$ cat config.mk
export PLATFORM = sky130hd
export DESIGN_NAME = card_hand_renderer_flat
export DESIGN_NICKNAME = d
export VERILOG_FILES = /design/src/rtl/card_hand_renderer_if.sv /design/src/rtl/card_hand_renderer.sv /design/src/flat_wrapper.sv
export SDC_FILE = /design/constraint.sdc
export NUM_CORES = 1
export LEC_CHECK = 0
export ABC_AREA = 1
export BUFFER_PORTS_ARGS = -buffer_cell sky130_fd_sc_hd__buf_2
export CAP_MARGIN = 20
export CORE_ASPECT_RATIO = 0.7
export CORE_MARGIN = 2
export CORE_UTILIZATION = 57
export DETAILED_ROUTE_END_ITERATION = 7
export PLACE_DENSITY = 0.83
export RECOVER_POWER = 100
export REMOVE_ABC_BUFFERS = 1
export SETUP_SLACK_MARGIN = 0.02
export SYNTH_ARGS = -nofsm -noshare
export SYNTH_HDL_FRONTEND = slang
export SYNTH_SLANG_ARGS = --single-unit
$ cat constraint.sdc
create_clock -name clk -period 6.2 [get_ports clk]
set_input_delay 0.31 -clock clk [delete_from_list [all_inputs] [get_ports clk]]
set_output_delay 0.31 -clock clk [all_outputs]
set_load 0.01 [all_outputs]
$ cat src/rtl/card_hand_renderer_if.sv
// VGA timing/colour bundle carried through the video pipeline layers.
interface vga_if;
  logic [10:0] vcount;
  logic [10:0] hcount;
  logic        vsync;
  logic        hsync;
  logic        vblnk;
  logic        hblnk;
  logic [11:0] rgb;

  modport in  (input  vcount, hcount, vsync, hsync, vblnk, hblnk, rgb);
  modport out (output vcount, hcount, vsync, hsync, vblnk, hblnk, rgb);
endinterface

$ cat src/rtl/card_hand_renderer.sv
// Renders a hand of overlapping cards over the incoming VGA stream; new cards
// slide in from the deck position, one at a time, advancing once per frame.
module card_hand_renderer #(
  parameter int          NUM_CARDS   = 9,
  parameter int          HAND_XPOS   = 437,
  parameter int          HAND_YPOS   = 550,
  parameter int          SPACING     = 30,
  parameter int          CARD_W      = 32,
  parameter int          CARD_H      = 48,
  parameter int          DECK_XPOS   = 900,
  parameter int          DECK_YPOS   = 350,
  parameter int          ANIM_SHIFT  = 3,
  parameter logic [11:0] TRANSPARENT = 12'h0F0,
  parameter logic [5:0]  BACK_CODE   = 6'h3F
) (
  input  logic                   clk,
  input  logic                   rst,
  vga_if.in                      vga_in,
  vga_if.out                     vga_out,
  input  logic [3:0]             card_count,
  input  logic [NUM_CARDS*6-1:0] card_codes,
  input  logic                   hide_hole,
  output logic [10:0]            rom_addr,
  output logic [5:0]             rom_code,
  input  logic [11:0]            rom_rgb,
  output logic [3:0]             shown_count,
  output logic                   busy
);

  localparam int KW = ANIM_SHIFT + 1;
  localparam logic [KW-1:0]     K_END  = KW'(2 ** ANIM_SHIFT);
  localparam logic signed [12:0] DECK_X = 13'(DECK_XPOS);
  localparam logic signed [12:0] DECK_Y = 13'(DECK_YPOS);

  typedef enum logic {IDLE, ANIM} state_t;

  state_t                state, state_nxt;
  logic [KW-1:0]         k, k_nxt, k_inc;
  logic signed [12:0]    anim_x, anim_y, anim_x_nxt, anim_y_nxt;
  logic [3:0]            shown_nxt;
  logic                  vblnk_q, tick, abort;
  logic signed [12:0]    dst_x, dst_y;

  // Position k/2^ANIM_SHIFT of the way from the deck to the destination,
  // rounded toward minus infinity by the arithmetic shift.
  function automatic logic signed [12:0] lerp(input logic signed [12:0] from,
                                              input logic signed [12:0] to,
                                              input logic [KW-1:0] kk);
    logic signed [12:0] prod;
    prod = (to - from) * $signed(13'(kk));
    return from + (prod >>> ANIM_SHIFT);
  endfunction

  assign tick  = vga_in.vblnk & ~vblnk_q;
  assign busy  = (state == ANIM);
  assign k_inc = k + 1'b1;
  assign dst_x = 13'(HAND_XPOS + int'(shown_count) * SPACING);
  assign dst_y = 13'(HAND_YPOS);
  assign abort = ({1'b0, card_count} < ({1'b0, shown_count} + {4'b0, busy}));

  always_ff @(posedge clk) begin
    if (rst) begin
      state       <= IDLE;
      k           <= '0;
      anim_x      <= DECK_X;
      anim_y      <= DECK_Y;
      shown_count <= '0;
      vblnk_q     <= 1'b0;
    end else begin
      state       <= state_nxt;
      k           <= k_nxt;
      anim_x      <= anim_x_nxt;
      anim_y      <= anim_y_nxt;
      shown_count <= shown_nxt;
      vblnk_q     <= vga_in.vblnk;
    end
  end

  always_comb begin
    state_nxt  = state;
    k_nxt      = k;
    anim_x_nxt = anim_x;
    anim_y_nxt = anim_y;
    shown_nxt  = shown_count;
    if (abort) begin
      state_nxt  = IDLE;
      shown_nxt  = card_count;
      k_nxt      = '0;
      anim_x_nxt = DECK_X;
      anim_y_nxt = DECK_Y;
    end else if (tick) begin
      unique case (state)
        IDLE: begin
          if ((card_count > shown_count) && (int'(shown_count) < NUM_CARDS)) begin
            state_nxt  = ANIM;
            k_nxt      = '0;
            anim_x_nxt = DECK_X;
            anim_y_nxt = DECK_Y;
          end
        end
        ANIM: begin
          if (k_inc == K_END) begin
            state_nxt  = IDLE;
            shown_nxt  = shown_count + 4'd1;
            k_nxt      = '0;
            anim_x_nxt = DECK_X;
            anim_y_nxt = DECK_Y;
          end else begin
            k_nxt      = k_inc;
            anim_x_nxt = lerp(DECK_X, dst_x, k_inc);
            anim_y_nxt = lerp(DECK_Y, dst_y, k_inc);
          end
        end
        default: state_nxt = IDLE;
      endcase
    end
  end

  // Stage 1: hit test; walking upward lets the highest-index card win.
  logic        hit_c, hit1;
  logic [10:0] addr_c;
  logic [5:0]  code_c;

  always_comb begin
    logic signed [12:0] h, v, sx, sy, col, row;
    logic               live;
    hit_c  = 1'b0;
    addr_c = '0;
    code_c = '0;
    h = $signed({2'b00, vga_in.hcount});
    v = $signed({2'b00, vga_in.vcount});
    for (int unsigned i = 0; i < NUM_CARDS; i++) begin
      live = (i < 32'(shown_count)) || ((i == 32'(shown_count)) && busy);
      if (i == 32'(shown_count)) begin
        sx = anim_x;
        sy = anim_y;
      end else begin
        sx = 13'(HAND_XPOS + int'(i) * SPACING);
        sy = 13'(HAND_YPOS);
      end
      col = h - sx;
      row = v - sy;
      if (live && (col >= 13'sd0) && (col < 13'(CARD_W)) &&
          (row >= 13'sd0) && (row < 13'(CARD_H))) begin
        hit_c  = 1'b1;
        addr_c = 11'(row * 13'(CARD_W) + col);
        code_c = ((i == 1) && hide_hole) ? BACK_CODE : card_codes[6*i +: 6];
      end
    end
    if (vga_in.hblnk | vga_in.vblnk) hit_c = 1'b0;
  end

  logic [10:0] hc1, vc1;
  logic        hs1, vs1, hb1, vb1;
  logic [11:0] rgb1;

  always_ff @(posedge clk) begin
    if (rst) begin
      rom_addr <= '0;
      rom_code <= '0;
      hit1     <= 1'b0;
      hc1      <= '0;
      vc1      <= '0;
      hs1      <= 1'b0;
      vs1      <= 1'b0;
      hb1      <= 1'b0;
      vb1      <= 1'b0;
      rgb1     <= '0;
    end else begin
      rom_addr <= addr_c;
      rom_code <= code_c;
      hit1     <= hit_c;
      hc1      <= vga_in.hcount;
      vc1      <= vga_in.vcount;
      hs1      <= vga_in.hsync;
      vs1      <= vga_in.vsync;
      hb1      <= vga_in.hblnk;
      vb1      <= vga_in.vblnk;
      rgb1     <= vga_in.rgb;
    end
  end

  // Stage 2: overlay ROM colour unless it is the see-through key.
  always_ff @(posedge clk) begin
    if (rst) begin
      vga_out.hcount <= '0;
      vga_out.vcount <= '0;
      vga_out.hsync  <= 1'b0;
      vga_out.vsync  <= 1'b0;
      vga_out.hblnk  <= 1'b0;
      vga_out.vblnk  <= 1'b0;
      vga_out.rgb    <= '0;
    end else begin
      vga_out.hcount <= hc1;
      vga_out.vcount <= vc1;
      vga_out.hsync  <= hs1;
      vga_out.vsync  <= vs1;
      vga_out.hblnk  <= hb1;
      vga_out.vblnk  <= vb1;
      vga_out.rgb    <= (hit1 && (rom_rgb != TRANSPARENT)) ? rom_rgb : rgb1;
    end
  end

endmodule

$ cat src/flat_wrapper.sv
// flat-port wrapper written by rule: the top's interface ports become plain ports
module card_hand_renderer_flat 
#(
  parameter int          NUM_CARDS   = 9,
  parameter int          HAND_XPOS   = 437,
  parameter int          HAND_YPOS   = 550,
  parameter int          SPACING     = 30,
  parameter int          CARD_W      = 32,
  parameter int          CARD_H      = 48,
  parameter int          DECK_XPOS   = 900,
  parameter int          DECK_YPOS   = 350,
  parameter int          ANIM_SHIFT  = 3,
  parameter logic [11:0] TRANSPARENT = 12'h0F0,
  parameter logic [5:0]  BACK_CODE   = 6'h3F
)
  (clk, rst, card_count, card_codes, hide_hole, rom_addr, rom_code, rom_rgb, shown_count, busy, vga_in_vcount, vga_in_hcount, vga_in_vsync, vga_in_hsync, vga_in_vblnk, vga_in_hblnk, vga_in_rgb, vga_out_vcount, vga_out_hcount, vga_out_vsync, vga_out_hsync, vga_out_vblnk, vga_out_hblnk, vga_out_rgb);
  vga_if vga_in_i ();
  vga_if vga_out_i ();
  input  logic clk;
  input  logic rst;
  input  logic [3:0] card_count;
  input  logic [NUM_CARDS*6-1:0] card_codes;
  input  logic hide_hole;
  output logic [10:0] rom_addr;
  output logic [5:0] rom_code;
  input  logic [11:0] rom_rgb;
  output logic [3:0] shown_count;
  output logic busy;
  input wire logic [$bits(vga_in_i.vcount)-1:0] vga_in_vcount;
  input wire logic [$bits(vga_in_i.hcount)-1:0] vga_in_hcount;
  input wire logic [$bits(vga_in_i.vsync)-1:0] vga_in_vsync;
  input wire logic [$bits(vga_in_i.hsync)-1:0] vga_in_hsync;
  input wire logic [$bits(vga_in_i.vblnk)-1:0] vga_in_vblnk;
  input wire logic [$bits(vga_in_i.hblnk)-1:0] vga_in_hblnk;
  input wire logic [$bits(vga_in_i.rgb)-1:0] vga_in_rgb;
  output wire logic [$bits(vga_out_i.vcount)-1:0] vga_out_vcount;
  output wire logic [$bits(vga_out_i.hcount)-1:0] vga_out_hcount;
  output wire logic [$bits(vga_out_i.vsync)-1:0] vga_out_vsync;
  output wire logic [$bits(vga_out_i.hsync)-1:0] vga_out_hsync;
  output wire logic [$bits(vga_out_i.vblnk)-1:0] vga_out_vblnk;
  output wire logic [$bits(vga_out_i.hblnk)-1:0] vga_out_hblnk;
  output wire logic [$bits(vga_out_i.rgb)-1:0] vga_out_rgb;
  assign vga_in_i.vcount = vga_in_vcount;
  assign vga_in_i.hcount = vga_in_hcount;
  assign vga_in_i.vsync = vga_in_vsync;
  assign vga_in_i.hsync = vga_in_hsync;
  assign vga_in_i.vblnk = vga_in_vblnk;
  assign vga_in_i.hblnk = vga_in_hblnk;
  assign vga_in_i.rgb = vga_in_rgb;
  assign vga_out_vcount = vga_out_i.vcount;
  assign vga_out_hcount = vga_out_i.hcount;
  assign vga_out_vsync = vga_out_i.vsync;
  assign vga_out_hsync = vga_out_i.hsync;
  assign vga_out_vblnk = vga_out_i.vblnk;
  assign vga_out_hblnk = vga_out_i.hblnk;
  assign vga_out_rgb = vga_out_i.rgb;
  card_hand_renderer #(.NUM_CARDS(NUM_CARDS), .HAND_XPOS(HAND_XPOS), .HAND_YPOS(HAND_YPOS), .SPACING(SPACING), .CARD_W(CARD_W), .CARD_H(CARD_H), .DECK_XPOS(DECK_XPOS), .DECK_YPOS(DECK_YPOS), .ANIM_SHIFT(ANIM_SHIFT), .TRANSPARENT(TRANSPARENT), .BACK_CODE(BACK_CODE)) u_core (.clk(clk), .rst(rst), .vga_in(vga_in_i), .vga_out(vga_out_i), .card_count(card_count), .card_codes(card_codes), .hide_hole(hide_hole), .rom_addr(rom_addr), .rom_code(rom_code), .rom_rgb(rom_rgb), .shown_count(shown_count), .busy(busy));
endmodule
==> flow_metrics.py <==
metrics = {
    "status": {
        "status": "complete, but fails checks",
        "violations": "max-capacitance violations, max-slew violations",
    },
    "critical_path": {
        "r2r_end": "u_core.anim_x[9]$_SDFFE_PP1P_",
        "crit_path_top_delay_cell": "fa_1",
        "cp_data_required_time_ps": 6550,
        "crit_top_cell": "inv_1",
        "r2r_setup_slack_ps": 170,
        "cpPeakStageDelay_ps": 560,
        "crit_type": "reg2reg",
        "r2r_start": "u_core.shown_count[1]$_SDFFE_PP0P_",
        "cp-start-kind": "register",
        "cp_max_fo": 4,
        "rr_worst_depth": 29,
        "critical_path_arrival_ps": 6370,
        "crit_path_end_kind": "register",
    },
    "detailed_routing": {
        "vias": 23100,
        "via_per_inst": 5.64,
        "drc": 0,
        "drt-wirelength-per-cell_microns": 18.2,
        "drt_iter0_drc": 2567,
        "drtPass1Iterations": 6,
        "ant_nets": 0,
        "wirelength_microns": 74700,
    },
    "synth": {
        "yosysMostFrequentCell": "nand2_1",
        "synth-seq-cells": 123,
        "synth.area.mux_share_pct": 0,
        "synth-simple-area-share_pct": 35.3,
        "ys_types": 57,
        "ys_async_sr_fraction_pct": 0,
        "synth_compound_area_share_pct": 11.4,
        "avgSynthCellArea_sq_um": 6.03,
        "seq_area_frac_synth_pct": 11.9,
        "synth-edff-count": 0,
        "synth_top_area_cell": "ha_1",
        "synth_fa_ha_area_share_pct": 22.9,
        "yosys.area_share.xor_xnor_pct": 6.62,
        "syn_area_sq_um": 20800,
        "synth.top_cells.by_area": "ha_1 (18%), nand2_1 (16%), dfxtp_1 (12%)",
        "synth_top_family_by_area": "simple AND/OR/NAND/NOR gates",
        "synth_warnings": 0,
        "synth_flop_cell": "dfxtp_1",
        "synth_top_cell_area_share_pct": 18.0,
        "synthCells": 3443,
        "ys_top_cells_by_count": "nand2_1 (904), inv_1 (556), nor2_1 (441), ha_1 (299), nand3_1 (236)",
    },
    "floorplanning": {
        "start_util_pct": 57.8,
        "core_area_sq_um": 35900,
        "die-area_sq_um": 38000,
        "die_y_microns": 164,
        "rows": 58,
        "ios": 171,
        "die_w_microns": 232,
    },
    "sta": {
        "worst_slack_ps": 173,
        "hold_violations": 0,
        "finalSetupViolations": 0,
        "setup_tns_ps": 0,
        "clock.fmax_mhz": 166,
        "slew_headroom_pct": -38.6,
        "drv_slew": 81,
        "fin_crit_sh_pct": 97.2,
        "tightest_slew_ps": 2080,
        "hold_ws_ps": 63.3,
        "finClkSkew_ps": 9.40,
        "post-route-min-period_ps": 6030,
    },
    "power": {
        "p_per_area_nw_per_um2": 375,
        "p_leak_nw": 12.3,
        "peakVddDrop_mv": 0.566,
    },
    "placed_design": {
        "dp.cells": 4053,
        "dp_slack_ps": -25.1,
        "globalplace.congestion": 1.05,
        "dp_hpwl_microns": 56300,
        "portBuffers": 170,
    },
    "worst_hold_path": {
        "hp-class": "in2reg",
        "min_to": "u_core.rgb1[7]$_SDFF_PP0_",
        "hold_start": "vga_in_rgb[7]",
        "hold_path_depth": 3,
    },
    "clock_tree": {
        "clk_pin_slew_ps": 70,
        "htreeDepth": 4,
        "cts_tree": "done",
        "cts_buffer_depth": 2,
        "clkLatencyLatePin_ps": 450,
        "ctsRootBufferMaster": "clkbuf_16",
        "numCtsBuffers": 17,
        "ctsHoldBuffers": 0,
        "cts_sinks": 123,
    },
    "layout": {
        "synthToLayoutAreaGrowth_pct": 9.89,
        "fillers": 3517,
        "finalNetCount": 4061,
        "fin_cells": 4094,
        "drive_above_1_share_pct": 7.33,
    },
    "global_routing": {
        "grt_pass1_vias": 20300,
        "grt_first_pass_wirelength_microns": 112000,
        "antenna_found_initial": 1,
        "grt_max_degree": 48,
        "grt_remaining_overflow": 0,
        "track_usage_pct": 38.3,
    },
    "job": {
        "maxCapViolations": 2,
    },
}
==> cells by family (layout without fill, tap and decap cells) <==
family | after synthesis | in the layout
AND/OR/NAND/NOR | 1751 | 1751
buffers and inverters | 647 | 817
AO/OA/AOI/OAI | 420 | 420
adder cells (fa/ha/maj) | 350 | 350
XOR/XNOR | 152 | 152
flip-flops | 123 | 123
other | 0 | 1
==> critical path, delay by kind of cell, from the launching register on <==
family	cells	cell delay, ps
adders and majority gates	7	3020
AOI/OAI and AO/OA	4	810
and+or+nand+nor	9	710
buffers and inverters	7	520
xor gates and xnor gates	2	500
DFF	1	360
==> layer usage <==
layer  wire length [microns]  global-route usage (%)
met5                     105                    1.82
met4                    4000                    17.4
met3                   10600                    12.7
met2                   29000                    53.8
met1                   31000                    52.5
==> power by group <==
part / switching [mW] / internal (mW) / leakage, nW
Clock: 0.415 / 0.581 / 0.284
Sequential: 0.132 / 0.850 / 1.01
Combinational: 4.18 / 2.40 / 11.0
Total: 4.72 / 3.83 / 12.3
==> stage by stage <==
step	utilization [%]	power (mW)	instance area [sq um]
global route	63.5	9.25	22800
detailed placement	61.7	7.02	22200
floorplan	-	5.41	20400
CTS	63.4	8.09	22800
finish	63.6	8.55	22800
global placement	61.7	6.91	22200
==> cells in the final DEF, fill, tap and decap left out, types with 5 or more instances in the layout <==
cell	instances
a211oi_1	5
a21o_1	16
a21oi_1	199
a21oi_2	6
buf_2	113
buf_4	43
clkbuf_1	61
clkbuf_16	17
clkinv_1	5
dfxtp_1	122
fa_1	50
ha_1	293
inv_1	555
inv_2	7
nand2_1	902
nand3_1	233
nand3b_1	22
nand4_1	66
nor2_1	438
nor2_2	9
nor3_1	24
nor3_2	6
nor4_1	5
o2111ai_1	6
o211ai_1	11
o21ai_0	109
o21ai_1	22
o21bai_1	21
or2_2	19
xnor2_1	46
xor2_1	100
==> flip-flops by register name, summed over array words and instances (netlist names) <==
name,count
u_core.vga_out.hblnk,1
u_core.vga_out.hcount,11
u_core.hs1,1
u_core.busy,1
u_core.rom_addr,11
u_core.vs1,1
u_core.rgb1,12
u_core.anim_y,9
u_core.vblnk_q,1
u_core.hb1,1
u_core.anim_x,11
u_core.vga_out.vblnk,1
u_core.vga_out.vsync,1
u_core.hit1,1
u_core.vga_out.hsync,1
u_core.vc1,11
u_core.vga_out.rgb,12
u_core.rom_code,6
u_core.vga_out.vcount,11
u_core.k,4
u_core.hc1,11
u_core.shown_count,4
==> how the worst max path moves through the flow <==
stage	from	slack, ps	cells past startpoint	endpoint
after floorplan	u_core.shown_count[2]$_SDFFE_PP0P_	30	31	u_core.anim_x[9]$_SDFFE_PP1P_
after global placement	u_core.shown_count[0]$_SDFFE_PP0P_	80	31	u_core.anim_x[9]$_SDFFE_PP1P_
after detailed placement	u_core.shown_count[0]$_SDFFE_PP0P_	-30	31	u_core.anim_x[9]$_SDFFE_PP1P_
after CTS	u_core.shown_count[0]$_SDFFE_PP0P_	40	31	u_core.anim_x[9]$_SDFFE_PP1P_
after global routing	u_core.shown_count[1]$_SDFFE_PP0P_	-120	33	u_core.anim_x[9]$_SDFFE_PP1P_
final	u_core.shown_count[1]$_SDFFE_PP0P_	170	29	u_core.anim_x[9]$_SDFFE_PP1P_
==> what timing repair did <==
action                                 in CTS  in global routing
pin swaps                                   5                 18
endpoints found under the hold margin       0                  0
setup endpoints to repair                   1                  3
resized for setup                           3                 25
buffers inserted                            1                  7
==> layout make-up <==
type	count	area, sq um	area share, %
diodes	1	2.50	0.0110
inverters	568	2130	9.34
well taps	480	601	2.63
clock inverters	13	134	0.586
repair buffers	217	1120	4.89
flip-flops and latches	123	2470	10.8
clock buffers	19	453	1.98
multi-input cells	2673	15900	69.7
Note: power is estimated with default switching activity, not from simulation.
